File: src/rtl/mul_unit_arbiter_pkg.sv
// Shared types and default sizing for the multiply-unit arbiter slice.
package mul_arb_pkg;

  typedef enum logic [1:0] {
    IDLE,
    START,
    WAIT
  } state_t;

  localparam int unsigned DEF_N       = 4;
  localparam int unsigned DEF_W       = 32;
  localparam int unsigned DEF_TIMEOUT = 1024;

endpackage

File: src/rtl/mul_unit_arbiter_if.sv
// Requester-side request/response bus of the multiply-unit arbiter.
interface mul_unit_arbiter_if
  import mul_arb_pkg::*;
#(
  parameter int unsigned N = DEF_N,
  parameter int unsigned W = DEF_W
);

  logic [N-1:0]   req_valid;
  logic [N*W-1:0] req_a;
  logic [N*W-1:0] req_b;
  logic [N-1:0]   req_ready;
  logic [N-1:0]   resp_valid;
  logic [W-1:0]   resp_result;
  logic           resp_err;

  modport master (
    output req_valid, req_a, req_b,
    input  req_ready, resp_valid, resp_result, resp_err
  );

  modport slave (
    input  req_valid, req_a, req_b,
    output req_ready, resp_valid, resp_result, resp_err
  );

endinterface

File: src/rtl/mul_unit_arbiter_rr_pick.sv
// Combinational round-robin picker: one-hot grant to the first request at or after ptr.
module rr_pick #(
  parameter int unsigned N = 4,
  localparam int unsigned PW = $clog2(N)
) (
  input  logic [N-1:0]  req,
  input  logic [PW-1:0] ptr,
  output logic [N-1:0]  grant,
  output logic          any
);

  logic [PW-1:0] idx;

  always_comb begin
    grant = '0;
    any   = 1'b0;
    idx   = '0;
    for (int unsigned i = 0; i < N; i++) begin
      idx = PW'((32'(ptr) + i) % N);
      if (!any && req[idx]) begin
        grant[idx] = 1'b1;
        any        = 1'b1;
      end
    end
  end

endmodule

File: src/rtl/mul_unit_arbiter.sv
// Round-robin sharing of one start/done compute unit among N requesters.
// Optional watchdog enabled by defining ARB_TIMEOUT_EN.
module mul_unit_arbiter
  import mul_arb_pkg::*;
#(
  parameter int unsigned N       = DEF_N,
  parameter int unsigned W       = DEF_W,
  parameter int unsigned TIMEOUT = DEF_TIMEOUT
) (
  input  logic                clk,
  input  logic                reset,
  mul_unit_arbiter_if.slave   bus,
  output logic                busy,
  output logic                unit_start,
  output logic [W-1:0]        unit_a,
  output logic [W-1:0]        unit_b,
  input  logic                unit_done,
  input  logic [W-1:0]        unit_result,
  output logic                unit_clear
);

  localparam int unsigned PW = $clog2(N);

  if (N < 2 || N > 16) begin : g_bad_n
    $error("mul_unit_arbiter: N must be in 2..16");
  end
  if (TIMEOUT < 1) begin : g_bad_timeout
    $error("mul_unit_arbiter: TIMEOUT must be at least 1");
  end

  state_t        state, state_nx;
  logic [PW-1:0] ptr, owner, grant_idx;
  logic [N-1:0]  grant;
  logic          any;
  logic          done_q;
  logic          accept, complete, timeout;
  logic [N-1:0]  resp_valid_q;
  logic [W-1:0]  resp_result_q;

  rr_pick #(.N(N)) u_pick (
    .req   (bus.req_valid),
    .ptr   (ptr),
    .grant (grant),
    .any   (any)
  );

  always_comb begin
    grant_idx = '0;
    for (int unsigned i = 0; i < N; i++) begin
      if (grant[i]) grant_idx = PW'(i);
    end
  end

  assign accept   = (state == IDLE) && any;
  // Rising edge only, so a level done left high by the previous job is ignored.
  assign complete = (state == WAIT) && unit_done && !done_q;

  always_ff @(posedge clk) begin
    if (reset) state <= IDLE;
    else       state <= state_nx;
  end

  always_comb begin
    state_nx      = state;
    bus.req_ready = '0;
    unit_start    = 1'b0;
    busy          = 1'b0;
    unique case (state)
      IDLE: begin
        bus.req_ready = grant;
        if (any) state_nx = START;
      end
      START: begin
        unit_start = 1'b1;
        busy       = 1'b1;
        state_nx   = WAIT;
      end
      WAIT: begin
        busy = 1'b1;
        if (complete || timeout) state_nx = IDLE;
      end
      default: state_nx = IDLE;
    endcase
  end

  always_ff @(posedge clk) begin
    if (reset) begin
      ptr           <= '0;
      owner         <= '0;
      done_q        <= 1'b0;
      unit_a        <= '0;
      unit_b        <= '0;
      resp_valid_q  <= '0;
      resp_result_q <= '0;
    end else begin
      done_q       <= unit_done;
      resp_valid_q <= '0;
      if (accept) begin
        owner  <= grant_idx;
        ptr    <= PW'((32'(grant_idx) + 1) % N);
        unit_a <= bus.req_a[32'(grant_idx) * W +: W];
        unit_b <= bus.req_b[32'(grant_idx) * W +: W];
      end
      if (complete) begin
        resp_valid_q[owner] <= 1'b1;
        resp_result_q       <= unit_result;
      end else if (timeout) begin
        resp_valid_q[owner] <= 1'b1;
        resp_result_q       <= '0;
      end
    end
  end

  assign bus.resp_valid  = resp_valid_q;
  assign bus.resp_result = resp_result_q;

`ifdef ARB_TIMEOUT_EN
  localparam int unsigned CW = $clog2(TIMEOUT + 1);

  logic [CW-1:0] wait_cnt;
  logic          err_q, clear_q;

  // Counter sits at zero outside WAIT, so it is cleared on every entry to WAIT.
  always_ff @(posedge clk) begin
    if (reset || state != WAIT) wait_cnt <= '0;
    else                        wait_cnt <= wait_cnt + CW'(1);
  end

  assign timeout = (state == WAIT) && !complete && (wait_cnt == CW'(TIMEOUT - 1));

  always_ff @(posedge clk) begin
    if (reset) begin
      err_q   <= 1'b0;
      clear_q <= 1'b0;
    end else begin
      err_q   <= timeout;
      clear_q <= timeout;
    end
  end

  assign bus.resp_err = err_q;
  assign unit_clear   = clear_q;
`else
  assign timeout      = 1'b0;
  assign bus.resp_err = 1'b0;
  assign unit_clear   = 1'b0;
`endif

endmodule

File: src/flat_wrapper.sv
// flat-port wrapper written by rule: the top's interface ports become plain ports
module mul_unit_arbiter_flat import mul_arb_pkg::*;
#(
  parameter int unsigned N       = DEF_N,
  parameter int unsigned W       = DEF_W,
  parameter int unsigned TIMEOUT = DEF_TIMEOUT
)
  (clk, reset, busy, unit_start, unit_a, unit_b, unit_done, unit_result, unit_clear, bus_req_valid, bus_req_a, bus_req_b, bus_req_ready, bus_resp_valid, bus_resp_result, bus_resp_err);
  mul_unit_arbiter_if #(.N(N), .W(W)) bus_i ();
  input  logic clk;
  input  logic reset;
  output logic busy;
  output logic unit_start;
  output logic [W-1:0] unit_a;
  output logic [W-1:0] unit_b;
  input  logic unit_done;
  input  logic [W-1:0] unit_result;
  output logic unit_clear;
  input wire logic [$bits(bus_i.req_valid)-1:0] bus_req_valid;
  input wire logic [$bits(bus_i.req_a)-1:0] bus_req_a;
  input wire logic [$bits(bus_i.req_b)-1:0] bus_req_b;
  output wire logic [$bits(bus_i.req_ready)-1:0] bus_req_ready;
  output wire logic [$bits(bus_i.resp_valid)-1:0] bus_resp_valid;
  output wire logic [$bits(bus_i.resp_result)-1:0] bus_resp_result;
  output wire logic [$bits(bus_i.resp_err)-1:0] bus_resp_err;
  assign bus_i.req_valid = bus_req_valid;
  assign bus_i.req_a = bus_req_a;
  assign bus_i.req_b = bus_req_b;
  assign bus_req_ready = bus_i.req_ready;
  assign bus_resp_valid = bus_i.resp_valid;
  assign bus_resp_result = bus_i.resp_result;
  assign bus_resp_err = bus_i.resp_err;
  mul_unit_arbiter #(.N(N), .W(W), .TIMEOUT(TIMEOUT)) u_core (.clk(clk), .reset(reset), .bus(bus_i), .busy(busy), .unit_start(unit_start), .unit_a(unit_a), .unit_b(unit_b), .unit_done(unit_done), .unit_result(unit_result), .unit_clear(unit_clear));
endmodule
File: config.mk
export PLATFORM = sky130hd
export DESIGN_NAME = mul_unit_arbiter_flat
export DESIGN_NICKNAME = d
export VERILOG_FILES = /design/src/rtl/mul_unit_arbiter_pkg.sv /design/src/rtl/mul_unit_arbiter_if.sv /design/src/rtl/mul_unit_arbiter_rr_pick.sv /design/src/rtl/mul_unit_arbiter.sv /design/src/flat_wrapper.sv
export SDC_FILE = /design/constraint.sdc
export NUM_CORES = 1
export LEC_CHECK = 0
export ABC_AREA = 1
export CAP_MARGIN = 20
export CELL_PAD_IN_SITES_DETAIL_PLACEMENT = 1
export CELL_PAD_IN_SITES_GLOBAL_PLACEMENT = 1
export CORE_MARGIN = 1
export CORE_UTILIZATION = 27
export CTS_CLUSTER_SIZE = 20
export DETAILED_ROUTE_END_ITERATION = 12
export GPL_TIMING_DRIVEN = 1
export HOLD_SLACK_MARGIN = 0.03
export MAX_ROUTING_LAYER = met4
export PLACE_DENSITY_LB_ADDON = 0.1
export SLEW_MARGIN = 20
export SYNTH_ARGS = -nofsm -noshare
export SYNTH_HDL_FRONTEND = slang
export SYNTH_SLANG_ARGS = --single-unit
File: constraint.sdc
create_clock -name clk -period 7.65 [get_ports clk]
set_clock_uncertainty 0.05 [all_clocks]
set_input_delay 2.295 -clock clk [delete_from_list [all_inputs] [get_ports clk]]
set_output_delay 2.295 -clock clk [all_outputs]
set_load 0.01 [all_outputs]
# Word-level counts from Yosys, hierarchy flattened
# Index checks and enable logic that the tools add are counted.
[word_totals]
register_bits = 107
inputBits = 295
out_inout_bits = 108
word_cells = 86
[classes]
addsub = 4
magnitude_cmp = 10
n_eq_ne = 4
n_shift = 2
mux = 35
n_bitwise = 4
reduce_logical = 19
[op_table]
columns = ["cell", "count"]
rows = [
  ["$shiftx A128 B8 Y32", 2],
  ["$mux W4", 5],
  ["$mux W1", 16],
  ["$lt A2 B3 Y1 const B", 5],
  ["$or A4 B4 Y4", 3],
  ["$logic_and A1 B1 Y1", 11],
  ["$demux W1 S2", 5],
  ["$ge A2 B1 Y1 const B", 5],
  ["$bmux W1 S2", 4],
  ["$mux W2", 4],
  ["$pmux W2 S3", 1],
  ["$add A2 B1 Y2 const B", 2],
  ["$add A2 B2 Y2 const B", 2],
  ["$logic_not A1 Y1", 4],
  ["$ne A2 B1 Y1 const B", 2],
  ["$reduce_or A2 Y1", 2],
  ["$eq A2 B1 Y1 const B", 1],
  ["$eq A2 B2 Y1 const B", 1],
  ["$logic_not A2 Y1", 1],
  ["$reduce_and A2 Y1", 1],
  ["$not A1 Y1", 1],
]

# Longest topological paths before layout
# Gate-level depths: netlist of the first run.
[depth]
word_depth = 16
mapped_depth = 19
mapped_depth_nobuf = 17

# By module
# Synthesis of the first run repeated with hierarchy kept, for this count alone.
[unflattened]
hier_cells = 1376
hier_area_um2 = 7424.6
[modules_own_cells]
columns = ["module", "instances", "cells_per_inst", "area_per_inst_um2", "seq_area_each_um2"]
rows = [
  ["mul_unit_arbiter", 1, 1300, 7005.5, 2142.1],
  ["rr_pick", 1, 76, 419.2, 0.0],
]

# Least setup slack after synthesis of the first run
# No wires, ideal clock.
[synth_timing]
path_type = "in2out"
start = "input bus_req_valid[3]"
end = "output bus_req_ready[3]"
t_arrival_ps = 3273
t_required_ps = 5305
slack_ps = 2032
path_stages = 9
n_path_buf = 0
path_cell_list = "nand2_1 > nand3_2 > nand2_4 > nand2_2 > nor2_4 > nand3_4 > nand2_8 > inv_6 > nor2_1"
[synth_between]
elab_chain_cells = 13
elab_cells_between_ends = 25
cone_classes = "mux (16); bitwise (3); reduce/logical (6)"
[synth_rtl]
columns = ["item", "line", "text"]
rows = [
  ["start, declared", "flat_wrapper.sv:19", "input wire logic [$bits(bus_i.req_valid)-1:0] bus_req_valid;"],
  ["$bmux W1 S2", "mul_unit_arbiter_rr_pick.sv:20", "if (!any && req[idx]) begin"],
  ["$mux W1 (implied by the code)", "mul_unit_arbiter_rr_pick.sv:20", ""],
  ["$mux W1", "mul_unit_arbiter_rr_pick.sv:20", ""],
  ["$logic_not A1 Y1", "mul_unit_arbiter_rr_pick.sv:20", ""],
  ["$logic_and A1 B1 Y1", "mul_unit_arbiter_rr_pick.sv:20", ""],
  ["$mux W1", "mul_unit_arbiter_rr_pick.sv:20", ""],
  ["$logic_not A1 Y1", "mul_unit_arbiter_rr_pick.sv:20", ""],
  ["$logic_and A1 B1 Y1", "mul_unit_arbiter_rr_pick.sv:20", ""],
  ["$mux W1", "mul_unit_arbiter_rr_pick.sv:20", ""],
  ["$logic_not A1 Y1", "mul_unit_arbiter_rr_pick.sv:20", ""],
  ["$logic_and A1 B1 Y1", "mul_unit_arbiter_rr_pick.sv:20", ""],
  ["$mux W4 *", "mul_unit_arbiter_rr_pick.sv:20", ""],
  ["$mux W4 *", "mul_unit_arbiter.sv:68", "unique case (state)"],
  ["end, declared", "flat_wrapper.sv:22", "output wire logic [$bits(bus_i.req_ready)-1:0] bus_req_ready;"],
]
# Mark *: on every way between the ends. The rest lies on a longest branch, timed or not. The select of a mux whose other input is x is not followed.

# Worst setup path in the final report of the first run
# Ends and elaborated chain as after synthesis.

==> results.rst, run 1 <==
.. list-table::
   :header-rows: 1

   * - Metric
     - Value
   * - GR Util All Layers
     - 0.239
   * - Portion of the post-synthesis area used by sequential elements
     - 0.292
   * - Sequential standard cell area
     - 0.00214 mm²
   * - Crit path max-delay cell type
     - clkdlybuf4s50_1
   * - Worst setup slack before clock tree synthesis
     - 0.888 ns
   * - Cells resized by post-CTS repair
     - 0
   * - Startpoint of the worst register-to-register path
     - u_core.ptr[1]
   * - Max rail drop VDD
     - 0.662 mV
   * - Adder-Cell Fraction of Synth Area
     - 0.0171
   * - Leak
     - 5.44 nW
   * - Layout cell share with drive strength beyond 1
     - 0.0467
   * - Clock edge transition at the registers on the reported setup and hold paths
     - 0.09 ns
   * - Most numerous cell on the critical path
     - nand2_1
   * - Number of buffers inserted to repair setup after CTS
     - 0
   * - CP Launch Type
     - input port
   * - H-Tree Level Count
     - 3
   * - FF+latch count, synth
     - 107
   * - Effective utilization at floorplan
     - 0.278
   * - Vertical die dimension
     - 167 µm
   * - Endpoint with the worst hold slack
     - u_core.bus.resp_valid[2]
   * - Number of routed nets with antenna violations
     - 0
   * - Detail Placement HPWL
     - 23.1 mm
   * - Via-per-instance ratio
     - 4.60
   * - Total DRC errors in the routed layout
     - 0
   * - Final hold violations
     - 0
   * - Detailed-route wire length per cell
     - 16.8 µm
   * - Via count
     - 8,948
   * - CP bufs+invs
     - 3
   * - Clock tree from TritonCTS
     - yes
   * - Number of distinct library cell variants in the gate-level netlist after synthesis
     - 32
   * - TritonRoute pass-1 iters
     - 4
   * - Top post-synthesis cells by area
     - dfxtp_1 (29%), nand2_1 (21%), nor2_1 (10%), inv_1 (7.8%), o21ai_0 (6.3%)
   * - Synthesized-area fraction occupied by and/or/nand/nor cells
     - 0.434
   * - Total negative setup slack
     - 0 ns
   * - Overall power
     - 4.47 mW
   * - TritonCTS Buffers
     - 9
   * - Hold-fix buffers at CTS
     - 0
   * - Count of pins over their slew limit
     - 0
   * - Wire length of the first global-routing pass
     - 50.8 mm
   * - Antenna violations before repair
     - 5
   * - Worst hold margin
     - 0.428 ns
   * - CP endpoint kind
     - primary output
   * - Area of the mapped netlist
     - 0.00733 mm²
   * - Beginning of the worst hold path
     - u_core.owner[0]
   * - Max-cap violations
     - 0
   * - Synth Area in XOR/XNOR
     - 0
   * - Complex-gate fraction of the synthesized area
     - 0.116
   * - Power density over cell area
     - 380 mW/mm²
   * - Area share of the largest cell type after synthesis
     - 0.292
   * - Number of instances in the synthesized netlist
     - 1,257
   * - Critical path's top delay family
     - buffers and inverters
   * - Multiplexer share of the synthesized area
     - 0
   * - Worst setup path class
     - in -> out
   * - Post-synth top flop
     - dfxtp_1
   * - Mean post-synth cell area
     - 5.83 µm²
   * - Maximum number of pins on one net before global-route repair
     - 96
   * - Total congestion overflow
     - 0
   * - Status
     - finished clean
   * - Type of the most critical hold path
     - reg -> reg
   * - Area growth, synth to finish
     - 60.4%
   * - Slew of the pin with the lowest slew margin
     - 1.00 ns
   * - Placeable core region
     - 0.0264 mm²
   * - Arrival time of data at the critical path endpoint
     - 4.41 ns
   * - Number of filler cells placed in the layout
     - 3,449
   * - Insertion delay to the later sink of the worst-skew pair
     - 0.37 ns
   * - Required time worst endpoint
     - 5.31 ns
   * - Worst hold path depth
     - 1
   * - Endpoint of the worst-slack reg-to-reg timing path
     - u_core.unit_b[18]
   * - Number of sinks handled by clock tree synthesis
     - 107
   * - Finish-stage setup viols
     - 0
   * - Chip width
     - 167 µm
   * - Top cell type by total area after synthesis
     - dfxtp_1
   * - DRC violation total after the first TritonRoute iteration
     - 411
   * - Number of global-route vias before repair
     - 9,049
   * - Dominant combinational cell family by area after synthesis
     - simple AND/OR/NAND/NOR gates
   * - Setup slack on the worst flop-to-flop path
     - 3.73 ns
   * - Worst reg2reg path depth
     - 15
   * - Boundary Pins
     - 403
   * - Highest achievable clock rate
     - 148 MHz
   * - Proportion of synthesized flip-flops having asynchronous set or reset
     - 0
   * - Combined area of the multi-input logic cells
     - 0.00418 mm²
   * - Biggest cell delay along the critical path
     - 0.54 ns
   * - Final critical-path setup slack
     - 0.893 ns
   * - Number of flops mapped to enable cells by yosys
     - 0
   * - Total die area
     - 0.0278 mm²
   * - Post-layout nets
     - 1,905
   * - Global placer's final weighted congestion
     - 0.819
   * - Final Critical Period
     - 6.76 ns
   * - Worst-case headroom to the max-slew limit
     - 0.331
   * - Buffers added on ports
     - 400
   * - Final period util
     - 0.883
   * - Number of cell rows
     - 59
   * - Root buffer cell
     - clkbuf_16
   * - Synth Warn #
     - 0
   * - RSZ-0062 raised after global routing
     - false
   * - CP cell instances
     - clkdlybuf4s50_1 > nand2_1 > nand2_1 > nand2_1 > nand2_2 > nand3_2 > nor2_2 > nor2_8 > nand2_8 > inv_6 > nor2_1 > clkdlybuf4s50_1
   * - Aggregate routed wire length
     - 32.7 mm
   * - Maximum fanout encountered on the critical timing path
     - 9
   * - Clk buf depth
     - 2
==> cells by family after synthesis <==
kind of cell    Yosys count
compound gates          168
fa+ha+maj                10
buf+inv                 237
flops                   107
other cells               1
simple gates            734
==> cell usage after synthesis (2+ instances only) <==
| master | instances |
|---|---|
| inv_2 | 3 |
| nand4_1 | 2 |
| ha_1 | 10 |
| buf_2 | 39 |
| buf_4 | 4 |
| o21ai_1 | 2 |
| nand3_1 | 27 |
| nor3_1 | 6 |
| nor2_2 | 23 |
| o21ai_0 | 92 |
| nand2_2 | 8 |
| a21oi_1 | 72 |
| nand3_2 | 3 |
| nand2_1 | 402 |
| nand2_4 | 2 |
| inv_1 | 152 |
| nor2_1 | 198 |
| nand3b_1 | 58 |
| clkbuf_1 | 27 |
| dfxtp_1 | 107 |
| buf_6 | 9 |
==> how the worst max path moves through the flow <==
stage,cells past startpoint,endpoint,slack [ns],start
6_report,12,bus_req_ready[3],0.89,bus_req_valid[3]
5_1_grt,12,bus_req_ready[3],0.72,bus_req_valid[3]
4_1_cts,12,bus_req_ready[3],0.87,bus_req_valid[3]
3_5_place_dp,12,bus_req_ready[3],0.89,bus_req_valid[3]
3_3_place_gp,12,bus_req_ready[3],0.94,bus_req_valid[3]
2_1_floorplan,9,bus_req_ready[3],2.03,bus_req_valid[3]
==> state kept, by name, indices dropped and copies added (netlist names) <==
name                    count
u_core.bus.resp_valid       4
u_core.bus.resp_result     32
u_core.unit_a              32
u_core.owner                2
u_core.ptr                  2
u_core.unit_b              32
u_core.done_q               1
u_core.state                2
==> power by group <==
group | internal, mW | switching [mW] | leakage [nW]
Combinational | 1.13 | 2.00 | 4.40
Sequential | 0.733 | 0.0916 | 0.882
Clock | 0.241 | 0.274 | 0.156
==> routing by layer <==
metal / global-route usage / vias to the layer above / wire length [µm]
met5: - / - / 0
met4: 0.0640 / 0 / 659
met3: 0.0447 / 35 / 1650
met2: 0.412 / 255 / 16000
met1: 0.285 / 4145 / 14400
li1: - / 4513 / -
==> area by class of cell <==
class / instances / share of cell area
antenna: 5 / 0.00106
clock buffer: 9 / 0.0191
clock inverter: 7 / 0.00819
inverter: 157 / 0.0509
multi-input combinational: 914 / 0.355
sequential: 107 / 0.182
tap: 335 / 0.0356
timing repair buffer: 411 / 0.348
==> layout by cell type, fill, tap and decap left out, drive strengths merged, types with 5 or more instances in the layout <==
master,n
nand2,413
clkdlybuf4s50,400
nor2,223
inv,161
dfxtp,107
o21ai,94
a21oi,72
nand3b,58
nand3,31
buf,11
ha,10
clkbuf,9
nor3,6
diode,5
==> stage by stage <==
step	instances	instance area, µm²	utilization
finish	1945	11800	0.446
global placement	1923	11400	0.433
global route	1945	11800	0.446
CTS	1939	11700	0.445
floorplan	1258	7340	-
detailed placement	1923	11400	0.433
Power figures use the tool's default switching activity.
==> inputs of run 2 (changes only) <==
RECOVER_POWER = 100   (was unset)
==> results.rst, run 2 (same netlist as run 1, synthesis figures left out) <==
.. list-table::
   :header-rows: 1

   * - Metric
     - Value
   * - Number of global-route vias before repair
     - 9,049
   * - Slew of the pin with the lowest slew margin
     - 3.03 ns
   * - GR Util All Layers
     - 0.239
   * - Finished Cell Area
     - 0.0117 mm²
   * - Layout cell share with drive strength beyond 1
     - 0.0411
   * - Cells resized by post-CTS repair
     - 0
   * - Worst setup path class
     - in -> out
   * - Post-layout nets
     - 1,905
   * - Status
     - complete, but fails checks
   * - Clock edge transition at the registers on the reported setup and hold paths
     - 0.08 ns
   * - Max rail drop VDD
     - 0.652 mV
   * - Buffers added on ports
     - 400
   * - H-Tree Level Count
     - 3
   * - Final Critical Period
     - 7.11 ns
   * - Aggregate routed wire length
     - 32.6 mm
   * - Number of routed nets with antenna violations
     - 0
   * - Boundary Pins
     - 403
   * - Worst setup slack before clock tree synthesis
     - 0.888 ns
   * - DRC violation total after the first TritonRoute iteration
     - 418
   * - Type of the most critical hold path
     - reg -> reg
   * - RSZ-0062 raised after global routing
     - false
   * - Leading cell type in the layout, fill and taps excluded
     - nand2_1
   * - Required time worst endpoint
     - 5.31 ns
   * - Number of sinks handled by clock tree synthesis
     - 107
   * - Arrival time of data at the critical path endpoint
     - 4.77 ns
   * - Via count
     - 8,933
   * - Final hold violations
     - 0
   * - Hold-fix buffers at CTS
     - 0
   * - Detailed-route wire length per cell
     - 16.7 µm
   * - Count of pins over their slew limit
     - 201
   * - Violations in the final reports
     - capacitance limit, slew limit
   * - Worst-case headroom to the max-slew limit
     - -1.02
   * - TritonCTS Buffers
     - 9
   * - Clk buf depth
     - 2
   * - Maximum number of pins on one net before global-route repair
     - 96
   * - Highest achievable clock rate
     - 141 MHz
   * - Detail Placement HPWL
     - 23.1 mm
   * - Antenna violations before repair
     - 5
   * - Util after Layout
     - 0.445
   * - Placeable core region
     - 0.0264 mm²
   * - Max-cap violations
     - 3
   * - Worst hold margin
     - 0.430 ns
   * - Maximum fanout encountered on the critical timing path
     - 9
   * - Total negative setup slack
     - 0 ns
   * - Final non-filler cell total
     - 1,945
   * - Total congestion overflow
     - 0
   * - Final critical-path setup slack
     - 0.540 ns
   * - Area growth, synth to finish
     - 59.8%
   * - Wire length of the first global-routing pass
     - 50.8 mm
   * - CP Launch Type
     - input port
   * - Overall power
     - 4.43 mW
   * - CP endpoint kind
     - primary output
   * - Vertical die dimension
     - 167 µm
   * - Total die area
     - 0.0278 mm²
   * - Final period util
     - 0.929
   * - Global placer's final weighted congestion
     - 0.819
   * - Leading cell types in the layout, fill and taps excluded
     - nand2_1 (402), clkdlybuf4s50_1 (293), nor2_1 (203)
   * - Via-per-instance ratio
     - 4.59
   * - Power density over cell area
     - 378 mW/mm²
   * - Number of buffers inserted to repair setup after CTS
     - 0
   * - Root buffer cell
     - clkbuf_16
   * - Number of placed cells counting well taps
     - 1,923
   * - Leak
     - 5.70 nW
   * - Placed inst area
     - 0.0114 mm²
   * - TritonRoute pass-1 iters
     - 4
   * - Chip width
     - 167 µm
   * - Clock tree from TritonCTS
     - yes
   * - Effective utilization at floorplan
     - 0.278
   * - Total DRC errors in the routed layout
     - 0
   * - Number of cell rows
     - 59
   * - Insertion delay to the later sink of the worst-skew pair
     - 0.37 ns
   * - Finish-stage setup viols
     - 0
run 2: cell types whose count changed in the layout (fill, tap and decap cells not counted), sizes merged:
cell,previous run,this run
dlygate4sd3,0,107
clkbuf,9,10
clkdlybuf4s50,400,293
buf,11,10
run 2: per-layer routing:
layer | vias up | GRT usage | routed length [µm]
li1 | 4513 | - | -
met1 | 4123 | 0.285 | 14100
met2 | 262 | 0.412 | 15900
met3 | 35 | 0.0447 | 1900
met4 | 0 | 0.0640 | 652
met5 | - | - | 0
run 2: report_power, final:
group	total (mW)	leakage, nW	switching, mW	internal [mW]
Clock	0.514	0.156	0.273	0.241
Sequential	0.817	0.882	0.0842	0.733
Combinational	3.10	4.66	1.98	1.12
run 2: layout make-up:
cell class,instances,area [µm²]
flip-flops and latches,107,2140
well taps,335,419
clock inverters,7,96.3
clock buffers,9,225
fillers,3452,14600
multi-input cells,914,4130
inverters,157,599
repair buffers,411,4090
diodes,5,12.5
run 2: path summary, 6_finish.rpt:
path                    start                       end  slack (ns)  depth (start not counted)
min reg2reg   u_core.owner[0]  u_core.bus.resp_valid[2]        0.43                          1
max reg2reg     u_core.ptr[0]         u_core.unit_b[17]        2.21                         16
min           u_core.owner[0]  u_core.bus.resp_valid[2]        0.43                          1
max          bus_req_valid[3]          bus_req_ready[3]        0.54                         12
run 2: critical path: stages:
cell	delay, ns
clkdlybuf4s50_1	0.46
nand2_1	0.13
nand3_1	0.13
nand2_4	0.16
inv_2	0.07
nand2_1	0.07
nand2_2	0.05
nor2_1	0.54
nand2_8	0.09
inv_6	0.13
nor2_1	0.05
dlygate4sd3_1	0.60
==> inputs of run 3 (changes only) <==
SLEW_MARGIN = 15   (was 20)
==> results.rst, run 3 (same netlist as run 1, synthesis figures left out) <==
.. list-table::
   :header-rows: 1

   * - Metric
     - Value
   * - Crit path max-delay cell type
     - dlygate4sd3_1
   * - Number of global-route vias before repair
     - 9,049
   * - Required time worst endpoint
     - 5.31 ns
   * - Via count
     - 8,951
   * - Number of filler cells placed in the layout
     - 3,451
   * - Status
     - complete, but fails checks
   * - Area growth, synth to finish
     - 59.9%
   * - Final critical-path setup slack
     - 0.540 ns
   * - Arrival time of data at the critical path endpoint
     - 4.76 ns
   * - Detail Placement HPWL
     - 23.1 mm
   * - RSZ-0062 raised after global routing
     - false
   * - GR Util All Layers
     - 0.239
   * - Aggregate routed wire length
     - 32.6 mm
   * - Hold-fix buffers at CTS
     - 0
   * - Maximum fanout encountered on the critical timing path
     - 9
   * - Util after Layout
     - 0.445
   * - Wire length of the first global-routing pass
     - 50.8 mm
   * - Worst setup path class
     - in -> out
   * - Final hold violations
     - 0
   * - Effective utilization at floorplan
     - 0.278
   * - Highest achievable clock rate
     - 141 MHz
   * - Via-per-instance ratio
     - 4.60
   * - Post-layout nets
     - 1,905
   * - Global placer's final weighted congestion
     - 0.819
   * - Violations in the final reports
     - capacitance limit, slew limit
   * - Final period util
     - 0.929
   * - Worst hold path depth
     - 1
   * - Root buffer cell
     - clkbuf_16
   * - CP cell instances
     - clkdlybuf4s50_1 > nand2_1 > nand3_1 > nand2_4 > inv_2 > nand2_1 > nand2_2 > nor2_1 > nand2_8 > inv_6 > nor2_1 > dlygate4sd3_1
   * - Leak
     - 5.70 nW
   * - Power density over cell area
     - 378 mW/mm²
   * - Count of pins over their slew limit
     - 201
   * - Boundary Pins
     - 403
   * - Total negative setup slack
     - 0 ns
   * - Antenna violations before repair
     - 5
   * - Biggest cell delay along the critical path
     - 0.60 ns
   * - Chip width
     - 167 µm
   * - Startpoint of the worst register-to-register path
     - u_core.ptr[0]
   * - CP endpoint kind
     - primary output
   * - Placeable core region
     - 0.0264 mm²
   * - Worst reg2reg path depth
     - 16
   * - Maximum number of pins on one net before global-route repair
     - 96
   * - Cells resized by post-CTS repair
     - 0
   * - Number of routed nets with antenna violations
     - 0
   * - TritonRoute pass-1 iters
     - 4
   * - Number of cell rows
     - 59
   * - Worst-case headroom to the max-slew limit
     - -1.02
   * - Final Critical Period
     - 7.11 ns
   * - H-Tree Level Count
     - 3
   * - Setup slack on the worst flop-to-flop path
     - 2.21 ns
   * - Total congestion overflow
     - 0
   * - Final non-filler cell total
     - 1,945
   * - Clock edge transition at the registers on the reported setup and hold paths
     - 0.10 ns
   * - Total die area
     - 0.0278 mm²
   * - Beginning of the worst hold path
     - u_core.owner[0]
   * - Leading cell type in the layout, fill and taps excluded
     - nand2_1
   * - Number of placed cells counting well taps
     - 1,923
   * - Worst setup slack before clock tree synthesis
     - 0.888 ns
   * - Vertical die dimension
     - 167 µm
   * - Endpoint with the worst hold slack
     - u_core.bus.resp_valid[0]
   * - Slew of the pin with the lowest slew margin
     - 3.02 ns
   * - Number of sinks handled by clock tree synthesis
     - 107
   * - Number of buffers inserted to repair setup after CTS
     - 0
   * - Insertion delay to the later sink of the worst-skew pair
     - 0.37 ns
   * - Worst hold margin
     - 0.427 ns
   * - TritonCTS Buffers
     - 9
   * - Detailed-route wire length per cell
     - 16.8 µm
   * - Total DRC errors in the routed layout
     - 0
   * - Buffers added on ports
     - 400
   * - DRC violation total after the first TritonRoute iteration
     - 403
   * - Clock tree from TritonCTS
     - yes
   * - Leading cell types in the layout, fill and taps excluded
     - nand2_1 (402), clkdlybuf4s50_1 (293), nor2_1 (203)
   * - Finish-stage setup viols
     - 0
   * - Max rail drop VDD
     - 0.652 mV
   * - Endpoint of the worst-slack reg-to-reg timing path
     - u_core.unit_b[17]
   * - Type of the most critical hold path
     - reg -> reg
   * - Layout cell share with drive strength beyond 1
     - 0.0411
   * - Max-cap violations
     - 3
   * - CP Launch Type
     - input port
   * - Clk buf depth
     - 2
## run 3: changes by cell type in the layout (fill, tap and decap cells not counted)
cell,change
buf_8,-1
clkbuf_16,+1
## run 3: cell type report
type	count	area (µm²)	area share
timing repair buffer	411	4100	0.350
inverter	157	599	0.0511
clock buffer	9	225	0.0192
antenna	5	12.5	0.00107
multi-input combinational	914	4130	0.352
clock inverter	7	96.3	0.00822
tap	335	419	0.0357
sequential	107	2140	0.183
## run 3: metrics by stage
step	instance area [µm²]	power, mW
6_report	11700	4.44
5_1_grt	11700	4.91
4_1_cts	11700	4.54
3_5_place_dp	11400	4.01
3_3_place_gp	11400	3.95
2_1_floorplan	7340	2.93
## run 3: critical path: cells and delay by family
| kind | cells | cell delay (ns) |
|---|---|---|
| buf+inv | 4 | 1.26 |
| simple gates | 8 | 1.22 |
## run 3: how the worst max path moves through the flow
stage                      from               end  depth (start not counted)  slack (ns)
5_1_grt        bus_req_valid[3]  bus_req_ready[3]                         12        0.37
3_5_place_dp   bus_req_valid[3]  bus_req_ready[3]                         12        0.89
4_1_cts        bus_req_valid[3]  bus_req_ready[3]                         12        0.87
2_1_floorplan  bus_req_valid[3]  bus_req_ready[3]                          9        2.03
3_3_place_gp   bus_req_valid[3]  bus_req_ready[3]                         12        0.94
6_report       bus_req_valid[3]  bus_req_ready[3]                         12        0.54
## run 3: where the power goes
group          switching, mW  internal [mW]
clock                  0.274          0.241
combinational           1.99           1.12
sequential            0.0842          0.733
## run 3: routing by layer
| metal | vias to the layer above | routed length, µm | GRT usage | part of all wire |
|---|---|---|---|---|
| met1 | 4145 | 14200 | 0.285 | 0.44 |
| met4 | 0 | 656 | 0.0640 | 0.020 |
| met2 | 260 | 15900 | 0.412 | 0.49 |
| met3 | 35 | 1870 | 0.0447 | 0.057 |
| li1 | 4511 | - | - | - |
| met5 | - | 0 | - | 0 |
==> RTL change 1 (flow settings as in run 2) <==
Add a define of `ARB_TIMEOUT_EN`.
--- a/src/rtl/mul_unit_arbiter.sv
+++ b/src/rtl/mul_unit_arbiter.sv
@@ -2,2 +2,4 @@
 // Optional watchdog enabled by defining ARB_TIMEOUT_EN.
+`define ARB_TIMEOUT_EN
+
 module mul_unit_arbiter
Formal check against the unedited RTL: same outputs for any inputs over 4 cycles, from zero or initial values and one cycle with reset high; that may be too few to reach the edited logic, so the function may still have changed.
==> RTL change 1 against run 2 <==
The flow still finishes with violations (max-capacitance violations, max-slew violations); sequential cell count increased by 12; cell area increased by 6.0%; total power increased by 28%; combinational power increased by 27%; area after synthesis increased by 3.5%; setup slack improved by 0.13 ns; wire length increased by 0.25%; final cell count increased by 2.6%; register-to-register slack improved by 0.35 ns; critical path type unchanged; largest power group unchanged.
==> RTL change 1: results (changes against run 2) <==
Outcome
The run finished, with violations left. The checks that failed: max-capacitance violations, max-slew violations.

Cells and area
The total number of nets in the final design is 1908 (+0.16%). The layout cell share with drive strength beyond 1 is 7.13% (+3.0 points).

Critical path
The critical path launch point is bus_req_valid[3]. The worst-path maximum fanout is 7 (-2). The depth of the worst register-to-register path came to 17 (+1).

The largest stage delay on the critical path is 0.58 ns (-0.02 ns). The signal arrival time at the worst endpoint was 4.64 ns (-0.13 ns). The setup slack on the worst flop-to-flop path is 2.56 ns (+0.35 ns).

The worst register-to-register path ends at u_core.unit_a[17]$_SDFFE_PP0P_.

Synthesis
In the post-synthesis netlist, the biggest area contributors are dfxtp_1 31%, nand2_1 21%, inv_1 11%. Synthesis produced a netlist with a net count of 1550. The number of warnings issued by yosys came to 0 (unchanged).

The gate count after technology mapping is 1244 (-1.0%). The number of distinct library cells after synthesis is 38 (+19%). Ranked by instance count, the synthesized netlist is headed by 415 x nand2_1, 222 x inv_1, 123 x o21ai_0. The sequential element share of the synthesized area is 31.4% (+2.2 points).

Timing
The max-slew violation total from the final report is 168 (-16%). The worst max-slew margin expressed relative to the limit was -72.1% (+30 points).

CTS
The number of buffers inserted during clock tree synthesis is 17 (+8). The number of cells upsized or downsized after cts is 0 (unchanged). The clock input transition at the sequential cells of the worst setup and hold paths is 0.06 ns (-0.02 ns). The total number of H-tree levels was 4 (+1).

Pwr
The fraction of power consumed by combinational cells came to 69.4% (-0.6 points). The worst ir drop on vdd is 0.314 mV (-52%). The net switching component of the power came to 2980 uW (+27%).

Min path
The endpoint of the worst hold-timing path is u_core.wait_cnt[0]$_SDFF_PP0_. The source of the worst hold timing path is u_core.wait_cnt[0]$_SDFF_PP0_. The worst hold path stage count is 1 (unchanged).

Routing
The per-cell routed wire length is 16.4 um (-2.3%). The wire length after detailed routing is 32600 um (+0.25%). The count of vias placed by the detailed router was 9049 (+1.3%).

The number of iterations in the first detailed-routing pass came to 6 (+2).

Flow run
The count of max-cap constraint violations came to 3 (unchanged).

Global route
The initial antenna violation count is 4 (-1). The total track usage is 23.2% (-0.74 points). The global-route wire length before repair is 49700 um (-2.3%). The maximum number of pins on one net before global-route repair was 73 (-24%).

Placement
The cell count after placement is 1961 (+2.0%). The final weighted congestion in routability-driven placement is 0.809 (-1.2%). The total of buffers placed on input and output ports is 402 (+0.50%). The placed wire-length estimate is 23600 um (+2.1%).
==> RTL change 1: changes by cell type after synthesis, sizes merged, moves of 15 or more <==
cell,delta
nand2,+15
nor2,-181
o21ai,+30
a21oi,+94
inv,+70
nand3b,-52
==> RTL change 1: metal layers <==
metal | vias to the layer above | GRT usage (%) | wire length (um)
li1 | 4536 | - | -
met1 | 4201 | 24.6 | 13200
met4 | 0 | 7.79 | 775
met3 | 46 | 7.53 | 2370
met5 | - | - | 0
met2 | 266 | 40.4 | 16300
==> RTL change 1: cell type report <==
class                      instances  area (um2)
antenna                            4        10.0
clock buffer                      19         453
clock inverter                    12         166
fill                            3529       15300
inverter                         230         872
multi-input combinational        822        3940
sequential                       119        2380
tap                              378         473
timing repair buffer             412        4120
==> RTL change 1: through the flow <==
| stage | total power (uW) | hold slack, ns | instance area, um2 | worst slack [ns] |
|---|---|---|---|---|
| 3_5_place_dp | 4940 | 0.385 | 11800 | 0.963 |
| 2_1_floorplan | 3700 | 0.368 | 7590 | 1.93 |
| 3_3_place_gp | 4870 | 0.384 | 11800 | 0.966 |
| 4_1_cts | 5840 | 0.399 | 12400 | 0.958 |
| 6_report | 5670 | 0.394 | 12400 | 0.669 |
| 5_1_grt | 6270 | 0.429 | 12400 | 0.451 |
==> RTL change 1: logic make-up after synthesis <==
| family | synth area share (%) |
|---|---|
| AND/OR/NAND/NOR | 28.1 |
| buffers and inverters | 16.5 |
| AO/OA/AOI/OAI | 22.1 |
| flip-flops | 31.4 |
| adder cells (fa/ha/maj) | 1.81 |
| XOR/XNOR | 0.115 |
==> RTL change 1: power groups by stage <==
stage | sequential (uW) | clock [uW] | combinational (uW)
floorplan | 942 | 0 | 2760
global placement | 889 | 0 | 3980
detailed placement | 894 | 0 | 4040
CTS | 885 | 885 | 4070
global route | 896 | 908 | 4470
finish | 876 | 860 | 3930
==> RTL change 1: worst reg2reg max path, stage by stage, from the launching register on <==
cell and delay, ns:
dfxtp_1 0.65, inv_6 0.11, ha_1 0.38, inv_1 0.11
nand3_1 0.10, nand2_2 0.11, nand2_1 0.12, nor2_4 0.14
nand2_1 0.07, nand2_1 0.19, nor2_8 0.04, clkbuf_2 0.83
nand2_4 1.06, buf_4 0.54, o21ai_0 0.18, nand2_1 0.12
nand2_1 0.06, a21oi_1 0.14
==> RTL change 2 (flow settings as in run 2) <==
Made on the original files. Re-encode `state_t` (3 states) as one-hot, 3 bits wide.
--- a/src/rtl/mul_unit_arbiter_pkg.sv
+++ b/src/rtl/mul_unit_arbiter_pkg.sv
@@ -3,6 +3,6 @@
 
-  typedef enum logic [1:0] {
-    IDLE,
-    START,
-    WAIT
+  typedef enum logic [2:0] {
+    IDLE  = 3'b001,
+    START = 3'b010,
+    WAIT  = 3'b100
   } state_t;
Behaviour: same outputs for any inputs over 4 cycles, from zero or initial values and one cycle with reset high; so few cycles prove little.
==> RTL change 2 against run 2 <==
Highest routed layer unchanged; first-iteration DRC count fell by 11%; total power rose by 17%; sequential cell count rose by 1; cell area fell by 1.0%; area after synthesis fell by 0.77%; wire length fell by 2.1%; the flow finishes with violations (design-rule violations, max-capacitance violations, max-slew violations); setup slack improved by 0.19 ns; count of clock-buffer cells in the layout did not move; critical endpoint is now bus_req_ready[2]; critical path type unchanged.
==> RTL change 2: results (changes against run 2) <==
Routing
The violation count after the first detailed-route iteration is 373 (-11%). The per-cell routed wire length came to 17.5 um (+4.2%). The number of iterations in the first detailed-routing pass is 8 (+4). The remaining antenna violation count is 0 (unchanged). The count of vias placed by the detailed router came to 8538 (-4.4%).

The remaining design rule violation count is 25 (+25). The met3 wirelength from detailed routing is 2620 um (+38%). The detailed-route wire length on metal 1 came to 12700 um (-9.6%). Signal routing reaches up to met4. The wire length after detailed routing is 31900 um (-2.1%). The routed length on met2 came to 15600 um (-1.9%).

Critical path
The worst-path maximum fanout is 3 (-6). In this run the critical register-to-register path is launched from u_core.ptr[0]$_SDFFE_PP0P_. The depth of the worst register-to-register path is 17 (+1). In this run the worst setup path begins at bus_req_valid[2]. The largest stage delay on the critical path is 0.63 ns (+0.03 ns). In this run the worst setup path terminates at bus_req_ready[2]. The endpoint identified for the worst register-to-register timing path is u_core.unit_b[25]$_SDFFE_PP0P_.

The signal arrival time at the worst endpoint is 4.57 ns (-0.20 ns).

Pwr
The leakage dissipation is 0.00550 uW (-3.5%). The clock-net power is 496 uW (-4%). The part of the total power dissipated in sequential elements is 15.4% (-3.0 points). The worst ir drop on vdd is 0.362 mV (-45%).

The clock group share of total power came to 9.5% (-2.1 points). The total internal power was 2280 uW (+8.7%).

Cells and area
The total non-filler cell area in the finished layout is 11600 um2 (-1.0%). The total number of nets in the final design was 1783 (-6.4%). The layout cell share with drive strength beyond 1 is 6.79% (+2.7 points). The fill cell total of the finished layout is 3364 (-2.5%).

Timing
The max-slew violation total from the final report was 101 (-50%). The final critical-path share of the clock period is 90.4% (-2.5 points). The worst slack on hold paths is 0.405 ns (-0.0250 ns).

The slew of the pin with the lowest slew margin is 1.62 ns (-1.41 ns).

Outcome
The flow ran to the end, but the final reports show violations. The checks that failed: design-rule violations, max-capacitance violations, max-slew violations.

Synthesis
The sequential element share of the synthesized area is 29.7% (+0.50 points). In the synthesized netlist the dominant register cell turns out to be dfxtp_1. The number of distinct library cells after synthesis is 36 (+13%). The synthesized area per cell is 6.39 um2 (+9.5%). By area the synthesized netlist is led by dfxtp_1 30%, nand2_1 15%, o21ai_0 9.8%.

By count the netlist is led by 291 x nand2_1, 154 x inv_1, 143 x o21ai_0. The number of warnings issued by yosys is 0 (unchanged).

Placement
The final weighted congestion in routability-driven placement was 0.815 (-0.45%). The post-place instance area is 11300 um2 (-0.78%). The worst slack at placement is 0.910 ns (+0.0213 ns).

The placed wire-length estimate came to 23000 um (-0.66%).

CTS
The buffer depth of the longest clock path came to 2 (unchanged).

Min path
The endpoint of the worst hold-timing path is u_core.bus.resp_valid[0]$_SDFF_PP0_.

Global route
The met1 usage in global routing was 25.8% (-2.7 points). The maximum number of pins on one net before global-route repair was 98 (+2.1%). The global-route wire length before repair was 49400 um (-2.8%). The initial antenna violation count is 5 (unchanged). The total track usage came to 23.6% (-0.39 points). The via count of the first global-routing pass is 8833 (-2.4%). The met3 track demand over resource in global routing is 6.41% (+1.9 points). The met2 layer usage reported by global route is 40.8% (-0.39 points).

Flow run
The count of max-cap constraint violations is 2 (-1).
==> RTL change 2: changes by cell type in the layout (fill, tap and decap cells not counted), sizes merged, moves of 4 or more <==
cell | run 2 | this run
nand3 | 31 | 25
nand3b | 58 | 64
ha | 10 | 6
inv | 161 | 165
a21oi | 72 | 129
nand2 | 413 | 302
nor2 | 223 | 101
o21ai | 94 | 149
==> RTL change 2: kinds of logic after synthesis <==
group | count (synthesis) | share of synthesized area [%]
other | 1 | 0.0515
flip-flops | 108 | 29.7
adder cells (fa/ha/maj) | 6 | 1.03
buffers and inverters | 242 | 14.9
AND/OR/NAND/NOR | 502 | 32.0
AO/OA/AOI/OAI | 280 | 22.3
==> RTL change 2: layout make-up <==
cell class / count / area share, %
timing repair buffer: 411 / 35.2
multi-input combinational: 790 / 34.6
sequential: 108 / 18.6
inverter: 162 / 5.29
tap: 335 / 3.61
clock buffer: 9 / 1.94
clock inverter: 7 / 0.680
antenna: 5 / 0.108
